===== config.mk =====
export PLATFORM = sky130hd
export DESIGN_NAME = matrix_operand_loader
export DESIGN_NICKNAME = d
export VERILOG_FILES = /design/src/rtl/matrix_pkg.sv /design/src/rtl/matrix_operand_loader.sv
export SDC_FILE = /design/constraint.sdc
export NUM_CORES = 1
export LEC_CHECK = 0
export CAP_MARGIN = 20
export CORE_ASPECT_RATIO = 1.1
export CORE_MARGIN = 10
export CORE_UTILIZATION = 48
export DETAILED_ROUTE_END_ITERATION = 8
export GPL_TIMING_DRIVEN = 0
export PLACE_DENSITY = 0.8
export SETUP_SLACK_MARGIN = 0.1
export SYNTH_ARGS = -nofsm -noshare
export SYNTH_HDL_FRONTEND = slang
export SYNTH_SLANG_ARGS = --single-unit

===== constraint.sdc =====
create_clock -name CLK -period 4.3 [get_ports CLK]
set_clock_uncertainty 0.15 [all_clocks]
set_input_delay 1.075 -clock CLK [delete_from_list [all_inputs] [get_ports CLK]]
set_output_delay 1.075 -clock CLK [all_outputs]
set_load 0.02 [all_outputs]

===== src/rtl/matrix_pkg.sv =====
// Shared definitions for the matrix-multiply datapath: loader state encoding,
// element geometry and the last element index of a 2x2 operand.
package matrix_pkg;

  localparam int ELEM_W = 8;
  localparam int N_ELEM = 4;
  localparam int MAT_W  = 32;

  // Element index width and the index of the final element of an operand.
  localparam int              IDX_W    = 2;
  localparam logic [IDX_W-1:0] IDX_LAST = 2'd3;

  typedef enum logic [1:0] {
    IDLE   = 2'd0,
    LOAD_A = 2'd1,
    LOAD_B = 2'd2,
    DONE   = 2'd3
  } state_e;

endpackage


===== src/rtl/matrix_operand_loader.sv =====
// Operand sequencer in front of the matrix-multiply unit. On a start from
// decode it reads four elements of A, then four of B, one per cycle, packs
// them into the A/B buses, stalls the pipeline meanwhile and pulses valid
// once both operands are complete.
//
// state  | meaning
// -------+-----------------------------------------------------------
// IDLE   | waiting for start; no memory traffic, busy low
// LOAD_A | reading A element idx from base_a+idx
// LOAD_B | reading B element idx from base_b+idx
// DONE   | A and B complete; valid high for this single cycle
module matrix_operand_loader
  import matrix_pkg::state_e, matrix_pkg::IDLE, matrix_pkg::LOAD_A,
         matrix_pkg::LOAD_B, matrix_pkg::DONE, matrix_pkg::IDX_W,
         matrix_pkg::IDX_LAST;
#(
  parameter int ADDR_W = 8,
  parameter int ELEM_W = matrix_pkg::ELEM_W,
  parameter int N_ELEM = matrix_pkg::N_ELEM
) (
  input  logic                     CLK,
  input  logic                     reset,
  input  logic                     start,
  input  logic                     flush,
  input  logic [ADDR_W-1:0]        base_a,
  input  logic [ADDR_W-1:0]        base_b,
  output logic                     mem_rd,
  output logic [ADDR_W-1:0]        mem_addr,
  input  logic [ELEM_W-1:0]        mem_rdata,
  output logic                     busy,
  output logic [N_ELEM*ELEM_W-1:0] A,
  output logic [N_ELEM*ELEM_W-1:0] B,
  output logic                     valid,
  output logic                     overrun
);

  state_e                     state_q, state_d;
  logic [IDX_W-1:0]           idx_q, idx_d;
  logic [ADDR_W-1:0]          base_a_q, base_a_d;
  logic [ADDR_W-1:0]          base_b_q, base_b_d;
  logic [N_ELEM*ELEM_W-1:0]   a_q, a_d;
  logic [N_ELEM*ELEM_W-1:0]   b_q, b_d;
  logic                       overrun_q, overrun_d;

  // Next-state: sequencing, element capture and overrun tracking.
  always_comb begin
    state_d   = state_q;
    idx_d     = idx_q;
    base_a_d  = base_a_q;
    base_b_d  = base_b_q;
    a_d       = a_q;
    b_d       = b_q;
    overrun_d = overrun_q;

    // A request arriving while a load is in flight is dropped but remembered.
    if (start && (state_q != IDLE)) begin
      overrun_d = 1'b1;
    end

    case (state_q)
      IDLE: begin
        // flush outranks start so a squashed instruction never loads.
        if (start && !flush) begin
          base_a_d = base_a;
          base_b_d = base_b;
          idx_d    = '0;
          state_d  = LOAD_A;
        end
      end
      LOAD_A: begin
        if (flush) begin
          idx_d   = '0;
          state_d = IDLE;
        end else begin
          a_d[idx_q*ELEM_W +: ELEM_W] = mem_rdata;
          if (idx_q == IDX_LAST) begin
            idx_d   = '0;
            state_d = LOAD_B;
          end else begin
            idx_d = idx_q + 1'b1;
          end
        end
      end
      LOAD_B: begin
        if (flush) begin
          idx_d   = '0;
          state_d = IDLE;
        end else begin
          b_d[idx_q*ELEM_W +: ELEM_W] = mem_rdata;
          if (idx_q == IDX_LAST) begin
            idx_d   = '0;
            state_d = DONE;
          end else begin
            idx_d = idx_q + 1'b1;
          end
        end
      end
      DONE: begin
        state_d = IDLE;
      end
      default: begin
        state_d = IDLE;
      end
    endcase
  end

  // Outputs decoded purely from registered state/idx so nothing upstream
  // can ripple combinationally into the stall or memory strobe.
  always_comb begin
    busy     = 1'b0;
    valid    = 1'b0;
    mem_rd   = 1'b0;
    mem_addr = '0;
    case (state_q)
      LOAD_A: begin
        busy     = 1'b1;
        mem_rd   = 1'b1;
        mem_addr = base_a_q + ADDR_W'(idx_q);
      end
      LOAD_B: begin
        busy     = 1'b1;
        mem_rd   = 1'b1;
        mem_addr = base_b_q + ADDR_W'(idx_q);
      end
      DONE: begin
        busy  = 1'b1;
        valid = 1'b1;
      end
      default: ;
    endcase
  end

  // State registers with asynchronous active-low clear.
  always_ff @(posedge CLK or negedge reset) begin
    if (!reset) begin
      state_q   <= IDLE;
      idx_q     <= '0;
      base_a_q  <= '0;
      base_b_q  <= '0;
      a_q       <= '0;
      b_q       <= '0;
      overrun_q <= 1'b0;
    end else begin
      state_q   <= state_d;
      idx_q     <= idx_d;
      base_a_q  <= base_a_d;
      base_b_q  <= base_b_d;
      a_q       <= a_d;
      b_q       <= b_d;
      overrun_q <= overrun_d;
    end
  end

  assign A       = a_q;
  assign B       = b_q;
  assign overrun = overrun_q;

endmodule


==> results.json, run 1 <==
{
  "outcome": "complete, no violations",
  "track_usage_pct": 16.89,
  "ff_latch_area_um2": 2127,
  "wl_per_cell_um": 16.94,
  "yosysTopAreaCell": "sky130_fd_sc_hd__dfrtp_1",
  "synth_sequential_area_ratio_pct": 56.74,
  "worstPathMaxFanout": 10,
  "main_area_contributors_after_synthesis": "sky130_fd_sc_hd__dfrtp_1 (57%), sky130_fd_sc_hd__nand2_1 (11%), sky130_fd_sc_hd__o21ai_0 (9.1%), sky130_fd_sc_hd__mux2_2 (5.4%), sky130_fd_sc_hd__ha_1 (4.0%)",
  "synth_top_cell_area_share_pct": 56.74,
  "synth_cell_types": 38,
  "synth_enable_flop_cells": 0,
  "initial_util_pct": 49.88,
  "synthArstFlopShare_pct": 100.0,
  "timing.critical_path.slowest_cell_delay_ns": 0.41,
  "synth_area_um2": 3749,
  "leakage_nw": 2.140,
  "htree_levels": 3,
  "routabilityCongestion": 0.8553,
  "area_used_by_multi_input_combinational_logic_um2": 1540,
  "worstPathCellList": "inv_2, ha_2, buf_6, buf_8, mux2_2, ha_1, a21oi_2, a211oi_4, buf_4, xnor2_1, and2_1, clkbuf_2",
  "total_number_of_vias": 3027,
  "grt_max_degree": 63,
  "fp.dieArea_um2": 11750,
  "tightest_slew_ns": 0.5313,
  "totalNegativeSetupSlack_ns": 0,
  "worst_skew_late_latency_ns": 0.35,
  "antenna_violating_nets_post_route": 0,
  "worst_setup_hold_path_clk_slew_ns": 0.09,
  "cts_hold_repair.buffers": 0,
  "slew-limit-headroom_pct": 64.39,
  "gr-total-overflow": 0,
  "antenna-diode-count": 0,
  "holdWs_ns": 0.3232,
  "critical_path.endpoint_type": "primary output",
  "crit_required_ns": 3.07,
  "drt_drc_violations_left": 0,
  "num_rows": 33,
  "report.final.slew_viol_count": 0,
  "instances_no_fill": 590,
  "register_bit_count_reported_by_yosys": 85,
  "core-area_um2": 7515,
  "period_share_pct": 95.54,
  "worst-endpoint-arrival_ns": 2.88,
  "drt_wl_total_mm": 9.995,
  "postSynthAreaPerCell_um2": 10.36,
  "postSynthNetCount": 403,
  "netlist_instances": 362,
  "finish.net_count": 521,
  "die_width_um": 104.3,
  "critPathSlowestCell": "sky130_fd_sc_hd__dfrtp_1",
  "drt-vias-per-instance": 5.131,
  "ctsRootBufferMaster": "sky130_fd_sc_hd__clkbuf_8",
  "first_pass_iters": 4,
  "dominantRegCellSynth": "sky130_fd_sc_hd__dfrtp_1",
  "area_growth_pct": 36.88,
  "i_o_pins": 104,
  "finalHoldViolations": 0,
  "max_cap_viol_count": 0,
  "timing_worst_setup_path_type": "reg -> out",
  "antenna_found_initial": 0,
  "drive_gt1_share_pct": 13.81,
  "max-vdd-ir-drop_v": 0.0004648,
  "rsz0062_at_grt": "yes",
  "period_minus_slack_ns": 4.108,
  "power_per_cell_area_nw_per_um2": 578.7,
  "first_iter_violations": 159,
  "startpoint_type": "flop",
  "port_buffers": 103,
  "dpl.cell_count": 571,
  "clock_tree_from_tritoncts": "built",
  "grt_pass1_vias": 3132,
  "fillerInstances": 595,
  "count_of_endpoints_failing_setup_in_the_final_report": 0,
  "cts_buffers": 9,
  "grt_pass1_wl_mm": 16.34,
  "clkSinkCount": 85,
  "fmaxAchievable_mhz": 243.4,
  "detailed_place_hpwl_mm": 7.605,
  "postLayoutCoreUtil_pct": 68.28,
  "hold_path.class": "reg -> reg",
  "floorplan.die.height_um": 112.7,
  "max-clock-path-buffers": 2,
  "yosys_warnings": 0
}
[synth_stat cells, types with 2 or more instances]
library cell and n:
sky130_fd_sc_hd__nor2b_1 2, sky130_fd_sc_hd__mux2i_1 5, sky130_fd_sc_hd__dfrtp_1 85, sky130_fd_sc_hd__o21ai_0 68
sky130_fd_sc_hd__nand3b_1 3, sky130_fd_sc_hd__and3_1 2, sky130_fd_sc_hd__inv_1 9, sky130_fd_sc_hd__a21o_1 2
sky130_fd_sc_hd__o21ai_1 2, sky130_fd_sc_hd__and2b_2 2, sky130_fd_sc_hd__clkbuf_1 5, sky130_fd_sc_hd__ha_1 12
sky130_fd_sc_hd__nor3_2 3, sky130_fd_sc_hd__nand3_1 2, sky130_fd_sc_hd__and2_1 5, sky130_fd_sc_hd__xnor2_1 3
sky130_fd_sc_hd__a21oi_1 4, sky130_fd_sc_hd__nand2_1 107, sky130_fd_sc_hd__buf_2 5, sky130_fd_sc_hd__mux2_2 18
[routing by layer]
layer | GRT usage, % | routed length [um] | part of all wire, % | vias up
li1 | - | - | - | 1457
met1 | 21.31 | 4387 | 44 | 1448
met2 | 27.11 | 4740 | 47 | 110
met3 | 5.606 | 705 | 7.1 | 12
met5 | 0 | 0 | 0 | -
met4 | 4.735 | 161 | 1.6 | 0
[stage by stage]
step,setup slack (ns),instance area [um2],power [W]
2_1_floorplan,0.8017,3749,0.001893
3_3_place_gp,-0.8585,4911,0.002417
3_5_place_dp,0.02152,4936,0.002459
4_1_cts,0.1016,5127,0.002979
5_1_grt,0.03660,5131,0.003165
6_report,0.1916,5131,0.002969
[worst max-delay path, delay by kind of cell, from the launching register on]
family	cells	cell delay, ns
buffers and inverters	5	0.70
adders and majority gates	2	0.47
DFF	1	0.41
muxes	1	0.35
xor gates and xnor gates	1	0.10
and+or+nand+nor	1	0.14
AOI/OAI and AO/OA	2	0.35
[flip-flops by register name, indices dropped and copies added (netlist names)]
signal,count
base_b_q,8
A,32
state_q,2
B,32
overrun,1
base_a_q,8
idx_q,2
[where the power goes]
part	switching, W	leakage (nW)	internal [W]
Sequential	0.000151	1.14	0.000993
Clock	0.000298	0.0853	0.000229
Combinational	0.000727	0.917	0.000571
[cell type report]
cell class / instances / area share, %
Sequential cell: 85 / 41.45
Multi-Input combinational cell: 256 / 30.02
Timing Repair Buffer: 107 / 20.39
Clock buffer: 10 / 2.682
Tap cell: 105 / 2.560
Buffer: 12 / 1.366
Clock inverter: 6 / 0.8778
Inverter: 9 / 0.6584
[worst paths after layout]
check	from	end	slack, ns	cells after the start
worst max-delay path	state_q[0]$_DFFE_PN0P_	mem_addr[5]	0.19	12
worst min-delay path	overrun$_DFFE_PN0P_	overrun$_DFFE_PN0P_	0.32	1
worst max register to register	idx_q[0]$_DFFE_PN0P_	A[5]$_DFFE_PN0P_	2.04	7
worst min register to register	overrun$_DFFE_PN0P_	overrun$_DFFE_PN0P_	0.32	1
max in group asynchronous	reset	B[0]$_DFFE_PN0P_	2.93	2
min in group asynchronous	reset	A[21]$_DFFE_PN0P_	0.47	1
[what timing repair did]
action | in CTS | in global routing
endpoints found under the hold margin | 0 | 0
gates resized for setup | 18 | 13
pin swaps | 0 | 4
buffers inserted | 1 | 2
setup endpoints to repair | 7 | 7
[cells by family after synthesis]
group / Yosys count / synth area share (%)
buffers and inverters: 21 / 2.737
AND/OR/NAND/NOR: 131 / 15.22
flip-flops: 85 / 56.74
adder cells (fa/ha/maj): 13 / 4.539
multiplexers: 24 / 7.343
AO/OA/AOI/OAI: 84 / 12.48
XOR/XNOR: 4 / 0.9348
[cells in the final DEF (no fill, tap or decap), types with 2 or more instances in the layout]
master / netlist / layout
sky130_fd_sc_hd__nand2_1: 107 / 107
sky130_fd_sc_hd__clkdlybuf4s50_1: 0 / 95
sky130_fd_sc_hd__dfrtp_1: 85 / 85
sky130_fd_sc_hd__o21ai_0: 68 / 68
sky130_fd_sc_hd__mux2_2: 18 / 18
sky130_fd_sc_hd__ha_1: 12 / 10
sky130_fd_sc_hd__clkbuf_8: 1 / 10
sky130_fd_sc_hd__inv_1: 9 / 8
sky130_fd_sc_hd__buf_2: 5 / 6
sky130_fd_sc_hd__and2_1: 5 / 5
sky130_fd_sc_hd__mux2i_1: 5 / 5
sky130_fd_sc_hd__clkbuf_1: 5 / 5
sky130_fd_sc_hd__buf_4: 0 / 5
sky130_fd_sc_hd__clkbuf_2: 0 / 5
sky130_fd_sc_hd__a21oi_1: 4 / 3
sky130_fd_sc_hd__xnor2_1: 3 / 3
sky130_fd_sc_hd__nand3b_1: 3 / 3
sky130_fd_sc_hd__nor3_2: 3 / 3
sky130_fd_sc_hd__clkinvlp_4: 0 / 3
sky130_fd_sc_hd__and2b_2: 2 / 2
sky130_fd_sc_hd__nand3_1: 2 / 2
sky130_fd_sc_hd__and3_1: 2 / 2
sky130_fd_sc_hd__nor2b_1: 2 / 2
sky130_fd_sc_hd__o21ai_1: 2 / 2
sky130_fd_sc_hd__a21o_1: 2 / 2
sky130_fd_sc_hd__inv_6: 0 / 2
(Power assumes the default switching activity.)
==> inputs of run 2 (changes only) <==
--- a/config.mk
+++ b/config.mk
@@ -5,6 +5,7 @@
 export SDC_FILE = /design/constraint.sdc
 export NUM_CORES = 1
 export LEC_CHECK = 0
+export ABC_CLOCK_PERIOD_IN_PS = 4300
 export CAP_MARGIN = 20
 export CORE_ASPECT_RATIO = 1.1
 export CORE_MARGIN = 10
==> results of run 2 <==
The final DEF is identical to that of run 1; final timing and power are the same.
